`config.mk`:
```
export PLATFORM = sky130hd
export DESIGN_NAME = uart_core
export DESIGN_NICKNAME = d
export VERILOG_FILES = /design/src/rtl/uart_core.sv
export SDC_FILE = /design/constraint.sdc
export NUM_CORES = 1
export LEC_CHECK = 0
export CORE_MARGIN = 1
export CORE_UTILIZATION = 48
export CTS_BUF_LIST = sky130_fd_sc_hd__clkbuf_8
export DETAILED_ROUTE_END_ITERATION = 16
export PLACE_DENSITY = 0.64
export SYNTH_ARGS = -nofsm -noshare
export SYNTH_HDL_FRONTEND = slang
export SYNTH_SLANG_ARGS = --single-unit
```
`constraint.sdc`:
```
create_clock -name clk -period 4.6 [get_ports clk]
set_clock_uncertainty 0.15 [all_clocks]
set_input_delay 0.92 -clock clk [delete_from_list [all_inputs] [get_ports clk]]
set_output_delay 0.92 -clock clk [all_outputs]
set_load 0.01 [all_outputs]
```
`src/rtl/uart_core.sv`:
```
// uart_core: UART with a 16x oversampling tick, configurable frame format,
// first-word-fall-through TX/RX FIFOs and sticky receive error flags.
module uart_core #(
    parameter int DATA_W     = 8,
    parameter int FIFO_DEPTH = 16,
    parameter int DIV_W      = 16
) (
    input  logic                        clk,
    input  logic                        rst_n,
    input  logic                        en,
    input  logic                        txen,
    input  logic                        rxen,
    input  logic [DIV_W-1:0]            div,
    input  logic [1:0]                  parity,
    input  logic                        stop2,
    output logic                        tx,
    input  logic                        rx,
    input  logic                        write,
    input  logic [DATA_W-1:0]           wrdata,
    output logic                        isfull,
    input  logic                        read,
    output logic [DATA_W-1:0]           rddata,
    output logic                        datardy,
    output logic [$clog2(FIFO_DEPTH):0] txcount,
    output logic [$clog2(FIFO_DEPTH):0] rxcount,
    output logic                        txidle,
    output logic                        perr,
    output logic                        ferr,
    output logic                        ovr,
    input  logic                        errclr
);

    localparam int AW = $clog2(FIFO_DEPTH);
    localparam logic [AW:0] FULL = (AW+1)'(FIFO_DEPTH);
    localparam logic [2:0] LAST = 3'(DATA_W - 1);

    typedef enum logic [2:0] {IDLE, START, DATA, PAR, STOP} state_t;

    logic par_en, par_odd;
    assign par_en  = parity == 2'b01 || parity == 2'b10;
    assign par_odd = parity == 2'b10;

    // A comparison rather than equality keeps the divider sane if DIV shrinks mid-count.
    logic [DIV_W-1:0] bcnt;
    logic             tick;
    assign tick = en && bcnt >= div;

    always_ff @(posedge clk or negedge rst_n) begin
        if (!rst_n)
            bcnt <= '0;
        else
            bcnt <= (!en || tick) ? '0 : bcnt + 1'b1;
    end

    logic [DATA_W-1:0] tmem [FIFO_DEPTH];
    logic [AW-1:0]     twp, trp;
    logic              t_push, t_pop, t_empty;
    logic [DATA_W-1:0] thead;

    assign t_push  = write && !isfull;
    assign t_empty = txcount == '0;
    assign isfull  = txcount == FULL;
    assign thead   = tmem[trp];

    always_ff @(posedge clk) begin
        if (t_push)
            tmem[twp] <= wrdata;
    end

    always_ff @(posedge clk or negedge rst_n) begin
        if (!rst_n) begin
            twp     <= '0;
            trp     <= '0;
            txcount <= '0;
        end else begin
            if (t_push)
                twp <= twp + 1'b1;
            if (t_pop)
                trp <= trp + 1'b1;
            txcount <= txcount + (AW+1)'(t_push) - (AW+1)'(t_pop);
        end
    end

    state_t            tstate;
    logic [DATA_W-1:0] tsh;
    logic [2:0]        tbit;
    logic [3:0]        tcnt;
    logic              tpar, tsec, t_end, t_done;

    assign t_end  = tcnt == 4'hf;
    assign t_done = tstate == STOP && t_end && (!stop2 || tsec);
    // Loading straight from the end of a stop bit keeps queued frames back to back.
    assign t_pop  = tick && txen && !t_empty && (tstate == IDLE || t_done);
    assign txidle = tstate == IDLE && t_empty;

    always_ff @(posedge clk or negedge rst_n) begin
        if (!rst_n) begin
            tstate <= IDLE;
            tx     <= 1'b1;
            tsh    <= '0;
            tbit   <= '0;
            tcnt   <= '0;
            tpar   <= 1'b0;
            tsec   <= 1'b0;
        end else if (!en) begin
            tstate <= IDLE;
            tx     <= 1'b1;
            tcnt   <= '0;
        end else if (tick) begin
            tcnt <= tcnt + 1'b1;
            if (t_pop) begin
                tstate <= START;
                tx     <= 1'b0;
                tcnt   <= '0;
                tsh    <= thead;
                tpar   <= ^thead ^ par_odd;
                tsec   <= 1'b0;
            end else if (tstate != IDLE && t_end) begin
                case (tstate)
                    START: begin
                        tstate <= DATA;
                        tx     <= tsh[0];
                        tsh    <= tsh >> 1;
                        tbit   <= '0;
                    end
                    DATA: begin
                        if (tbit == LAST) begin
                            tstate <= par_en ? PAR : STOP;
                            tx     <= par_en ? tpar : 1'b1;
                        end else begin
                            tx   <= tsh[0];
                            tsh  <= tsh >> 1;
                            tbit <= tbit + 1'b1;
                        end
                    end
                    PAR: begin
                        tstate <= STOP;
                        tx     <= 1'b1;
                    end
                    STOP: begin
                        if (stop2 && !tsec)
                            tsec <= 1'b1;
                        else
                            tstate <= IDLE;
                    end
                    default: tstate <= IDLE;
                endcase
            end
        end
    end

    logic [1:0] sync;
    logic       rs;
    assign rs = sync[1];

    always_ff @(posedge clk or negedge rst_n) begin
        if (!rst_n)
            sync <= 2'b11;
        else
            sync <= {sync[0], rx};
    end

    state_t            rstate;
    logic [DATA_W-1:0] rsh;
    logic [2:0]        rbit;
    logic [3:0]        rcnt;
    logic              rpar, r_end, rx_wr;

    assign r_end = rcnt == 4'hf;
    assign rx_wr = tick && rstate == STOP && r_end;

    always_ff @(posedge clk or negedge rst_n) begin
        if (!rst_n) begin
            rstate <= IDLE;
            rsh    <= '0;
            rbit   <= '0;
            rcnt   <= '0;
            rpar   <= 1'b0;
        end else if (!en) begin
            rstate <= IDLE;
            rcnt   <= '0;
        end else if (tick) begin
            rcnt <= rcnt + 1'b1;
            case (rstate)
                IDLE: begin
                    if (rxen && !rs) begin
                        rstate <= START;
                        rcnt   <= '0;
                    end
                end
                START: begin
                    if (rcnt == 4'd7) begin
                        rstate <= rs ? IDLE : DATA;
                        rcnt   <= '0;
                        rbit   <= '0;
                    end
                end
                DATA: begin
                    if (r_end) begin
                        rsh  <= {rs, rsh[DATA_W-1:1]};
                        rbit <= rbit + 1'b1;
                        if (rbit == LAST)
                            rstate <= par_en ? PAR : STOP;
                    end
                end
                PAR: begin
                    if (r_end) begin
                        rpar   <= rs;
                        rstate <= STOP;
                    end
                end
                STOP: begin
                    if (r_end)
                        rstate <= IDLE;
                end
                default: rstate <= IDLE;
            endcase
        end
    end

    logic [DATA_W-1:0] rmem [FIFO_DEPTH];
    logic [AW-1:0]     rwp, rrp;
    logic              r_push, r_pop, r_full;
    logic              perr_ev, ferr_ev, ovr_ev;

    assign r_full  = rxcount == FULL;
    assign r_push  = rx_wr && !r_full;
    assign r_pop   = read && datardy;
    assign datardy = rxcount != '0;
    assign rddata  = datardy ? rmem[rrp] : '0;
    assign ferr_ev = rx_wr && !rs;
    assign perr_ev = rx_wr && par_en && (rpar != (^rsh ^ par_odd));
    assign ovr_ev  = rx_wr && r_full;

    always_ff @(posedge clk) begin
        if (r_push)
            rmem[rwp] <= rsh;
    end

    // A new error event outranks a simultaneous clear.
    always_ff @(posedge clk or negedge rst_n) begin
        if (!rst_n) begin
            rwp     <= '0;
            rrp     <= '0;
            rxcount <= '0;
            perr    <= 1'b0;
            ferr    <= 1'b0;
            ovr     <= 1'b0;
        end else begin
            if (r_push)
                rwp <= rwp + 1'b1;
            if (r_pop)
                rrp <= rrp + 1'b1;
            rxcount <= rxcount + (AW+1)'(r_push) - (AW+1)'(r_pop);
            perr    <= (perr && !errclr) || perr_ev;
            ferr    <= (ferr && !errclr) || ferr_ev;
            ovr     <= (ovr && !errclr) || ovr_ev;
        end
    end

endmodule

```
==> impl_results.md, run 1 <==
- Gr usage total: 18.7%
- Pwr dens: 435 mW/mm^2
- Cell area after synthesis: 0.0149 mm^2
- Final setup vio count: 0
- CP dominant cell by count: mux4_2
- Crit Path Class: reg -> out
- RSZ-0062 raised after global routing: no
- Via count: 8016
- Crit path largest cell delay: 590 ps
- Sequential Power Share: 50.2%
- CTS Buffer Depth: 3
- Pleak: 6.73 nW
- Number of H-tree levels: 2
- P_sw: 1.97 mW
- Clk network pwr share: 33.7%
- Total I/O pin count: 61
- CTS Hold Bufs: 0
- # diodes: 0
- Die W: 178 um
- Total negative setup slack: 0 ps
- FF-to-FF path depth: 14
- Setup crit end kind: output port
- Routability Congestion: 0.766
- Dpl hpwl: 18400 um
- First-pass GRT wire length: 45300 um
- Slowest CP cell: dfrtp_2
- Grt total ovfl: 0
- Worst vdd ir: 252 uV
- Worst setup SP type: register
- Total of max-cap violations: 0
- Insertion delay to the later sink of the worst-skew pair: 580 ps
- Vias in the first global route: 8146
- Vias/cell: 5.47
- Most frequent cells in the layout: edfxtp_1 (256), dfrtp_1 (82), inv_1 (73)
- CP Data Required Time: 3530 ps
- Slew margin rel.: 33.3%
- Post-synth EDFFs: 256
- CTS tree: yes
- DP Area: 0.0161 mm^2
- Most used DFF post-synth: edfxtp_1
- Commonest non-fill, non-tap cell in the layout: edfxtp_1
- Distinct cells, synth: 55
- Syn Inst Count: 925
- Syn nets: 1009
- Post-CTS sizing: 0
- Iteration-0 DRC Markers: 472
- Area grow syn2layout: 14.9%
- Chip height: 178 um
- TritonRoute pass-1 iters: 5
- Critical Path Fanout Max: 25
- Fmax: 0.235 GHz
- Switching share of power: 26.4%
- Non-Filler Instances: 1466
- Antenna-violating nets left: 0
- Async SR Flop Fraction: 25.4%
- Final period util: 92.6%
- DRC Markers: 0
- Nets: 1113
- Clock Sinks: 343
- Internal power: 5.48 mW
- Initial antenna violation count: 0
- Hold Path Depth: 0
- Initial Util: 48.7%
- Total CTS buffers: 54
- Mapped Avg Cell Area: 16.1 um^2
- Core area: 0.0306 mm^2
- Largest net degree at the start of global routing: 64
- Comb power frac: 16.2%
- Die area: 0.0317 mm^2
- Port Buffers: 60
- CTS clock-pin slew for the worst setup and hold paths: 60 ps
- Fraction of layout cells with a size suffix above 1: 17.9%
- Worst-margin pin slew: 998 ps
- Final Hold Viols: 0
- CP Cell Sequence: buf_12, mux4_2, mux4_2, and2_1, clkdlybuf4s50_1
- Cell Rows: 64
- Setup bufs post-CTS: 0
- Final wirelength: 28500 um
- Placed Cells: 1369
- CP arrival: 3190 ps
- Period minus WS final: 4260 ps
- Fin. max-slew vios: 0
- Yosys reg bits: 343
- WL/cell: 19.4 um
- Seq/Total Area, Yosys: 66.2%
- HP Class: reg -> reg
- YS warnings: 0
- Clock root buffer: clkbuf_8
- Outcome: complete, no violations
- Final instance area: 0.0171 mm^2
## per-layer routing
| metal | track usage (%) | part of all wire (%) | wire length (um) |
|---|---|---|---|
| met1 | 27.4 | 47 | 13500 |
| met2 | 29.1 | 47 | 13300 |
| met5 | 0 | 0 | 0 |
| met3 | 2.96 | 3.9 | 1120 |
| met4 | 5.47 | 2.2 | 630 |
## kinds of logic (layout without fill, tap and decap cells)
group,Yosys count,in the layout,synth area share [%]
mux,95,95,12.9
buf+inv,91,236,2.51
simple gates,206,206,7.20
flops,343,343,66.2
fa+ha+maj,48,48,4.13
compound gates,92,92,4.05
xor+xnor,50,50,2.94
## sequential cells by signal, summed over array words and instances, names as in the netlist, 2 cells and up
signal   cells
bcnt        16
rbit         3
rcnt         4
rmem       128
rrp          4
rsh          8
rstate       3
rwp          4
rxcount      5
sync         2
tbit         3
tcnt         4
tmem       128
trp          4
tsh          8
tstate       3
twp          4
txcount      5
## final cells by class
class                      count  area [um^2]
timing repair buffer          88          821
inverter                      51          191
clock inverter                35          214
sequential                   343         9870
multi-input combinational    491         4670
tap                          396          495
fill                        2434        13500
clock buffer                  62          853
## power by group through the flow
stage          logic [mW]  registers [mW]  clock network [mW]
4_1_cts              1.23            3.74                2.57
5_1_grt              1.33            3.77                2.71
6_report             1.20            3.74                2.51
2_1_floorplan       0.899            3.69                   0
3_5_place_dp         1.23            3.80                   0
3_3_place_gp         1.22            3.79                   0
## per-stage QoR
| stage | worst slack (ps) | util [%] | power (mW) | hold slack [ps] |
|---|---|---|---|---|
| after global placement | 231 | 52.5 | 5.01 | 198 |
| after global routing | 184 | 56.0 | 7.81 | 213 |
| after CTS | 259 | 56.0 | 7.54 | 212 |
| after detailed placement | 197 | 52.5 | 5.03 | 200 |
| final | 340 | 56.0 | 7.45 | 209 |
| after floorplan | 670 | - | 4.59 | 195 |
## worst max-delay path: cells and delay by family, from the launching register on
family                 cells  cell delay, ps
buffers and inverters      2             770
AND/OR/NAND/NOR            1             180
multiplexers               2            1050
flip-flops                 1             590
## cells in the mapped netlist, types with 2 or more instances
cell type | number | share of area [%]
mux4_1 | 5 | 0.88
fa_1 | 2 | 0.27
clkbuf_1 | 31 | 0.78
a211oi_1 | 2 | 0.10
xor2_1 | 14 | 0.82
mux2_2 | 12 | 0.91
dfstp_2 | 3 | 0.53
o22ai_1 | 11 | 0.46
a22oi_1 | 8 | 0.40
nand2b_1 | 5 | 0.21
nor4_1 | 6 | 0.25
and2_1 | 36 | 1.5
or3_1 | 2 | 0.084
o21ai_0 | 17 | 0.57
a2bb2oi_1 | 7 | 0.41
nor2b_1 | 14 | 0.59
a21boi_0 | 6 | 0.30
inv_1 | 51 | 1.3
nand3_1 | 14 | 0.47
o211ai_1 | 3 | 0.15
buf_1 | 5 | 0.13
a2111oi_0 | 2 | 0.12
buf_6 | 2 | 0.15
xnor2_1 | 36 | 2.1
nor2_1 | 52 | 1.3
a21oi_1 | 20 | 0.67
nand2_1 | 38 | 0.96
edfxtp_1 | 256 | 52
and3_1 | 7 | 0.29
and3b_1 | 3 | 0.18
nor3_1 | 6 | 0.20
mux2i_1 | 7 | 0.47
dfrtp_1 | 84 | 14
ha_1 | 46 | 3.9
or4_1 | 3 | 0.15
o21bai_1 | 2 | 0.10
mux4_2 | 70 | 11
and4_1 | 2 | 0.12
nand4_1 | 9 | 0.38
a21o_1 | 7 | 0.35
nor3b_1 | 5 | 0.25
## path summary, 6_finish.rpt
path | startpoint | to | slack, ps
max | rrp[0] | rddata[6] | 340
max reg2reg | txcount[2] | txcount[4] | 950
min in group asynchronous | rst_n | rrp[2] | 270
min reg2reg | sync[0] | sync[1] | 210
min | sync[0] | sync[1] | 210
max in group asynchronous | rst_n | trp[0] | 3140
(Power assumes the default switching activity.)
==> inputs of run 2 (changes only) <==
- ABC_CLOCK_PERIOD_IN_PS: default -> 4600
==> results of run 2 <==
Final layout, timing and power as in run 1 (identical DEF).
==> inputs of run 3 (changes only) <==
- SLEW_MARGIN: default -> 20
==> results of run 3 <==
Final layout, timing and power as in run 1 (identical DEF).
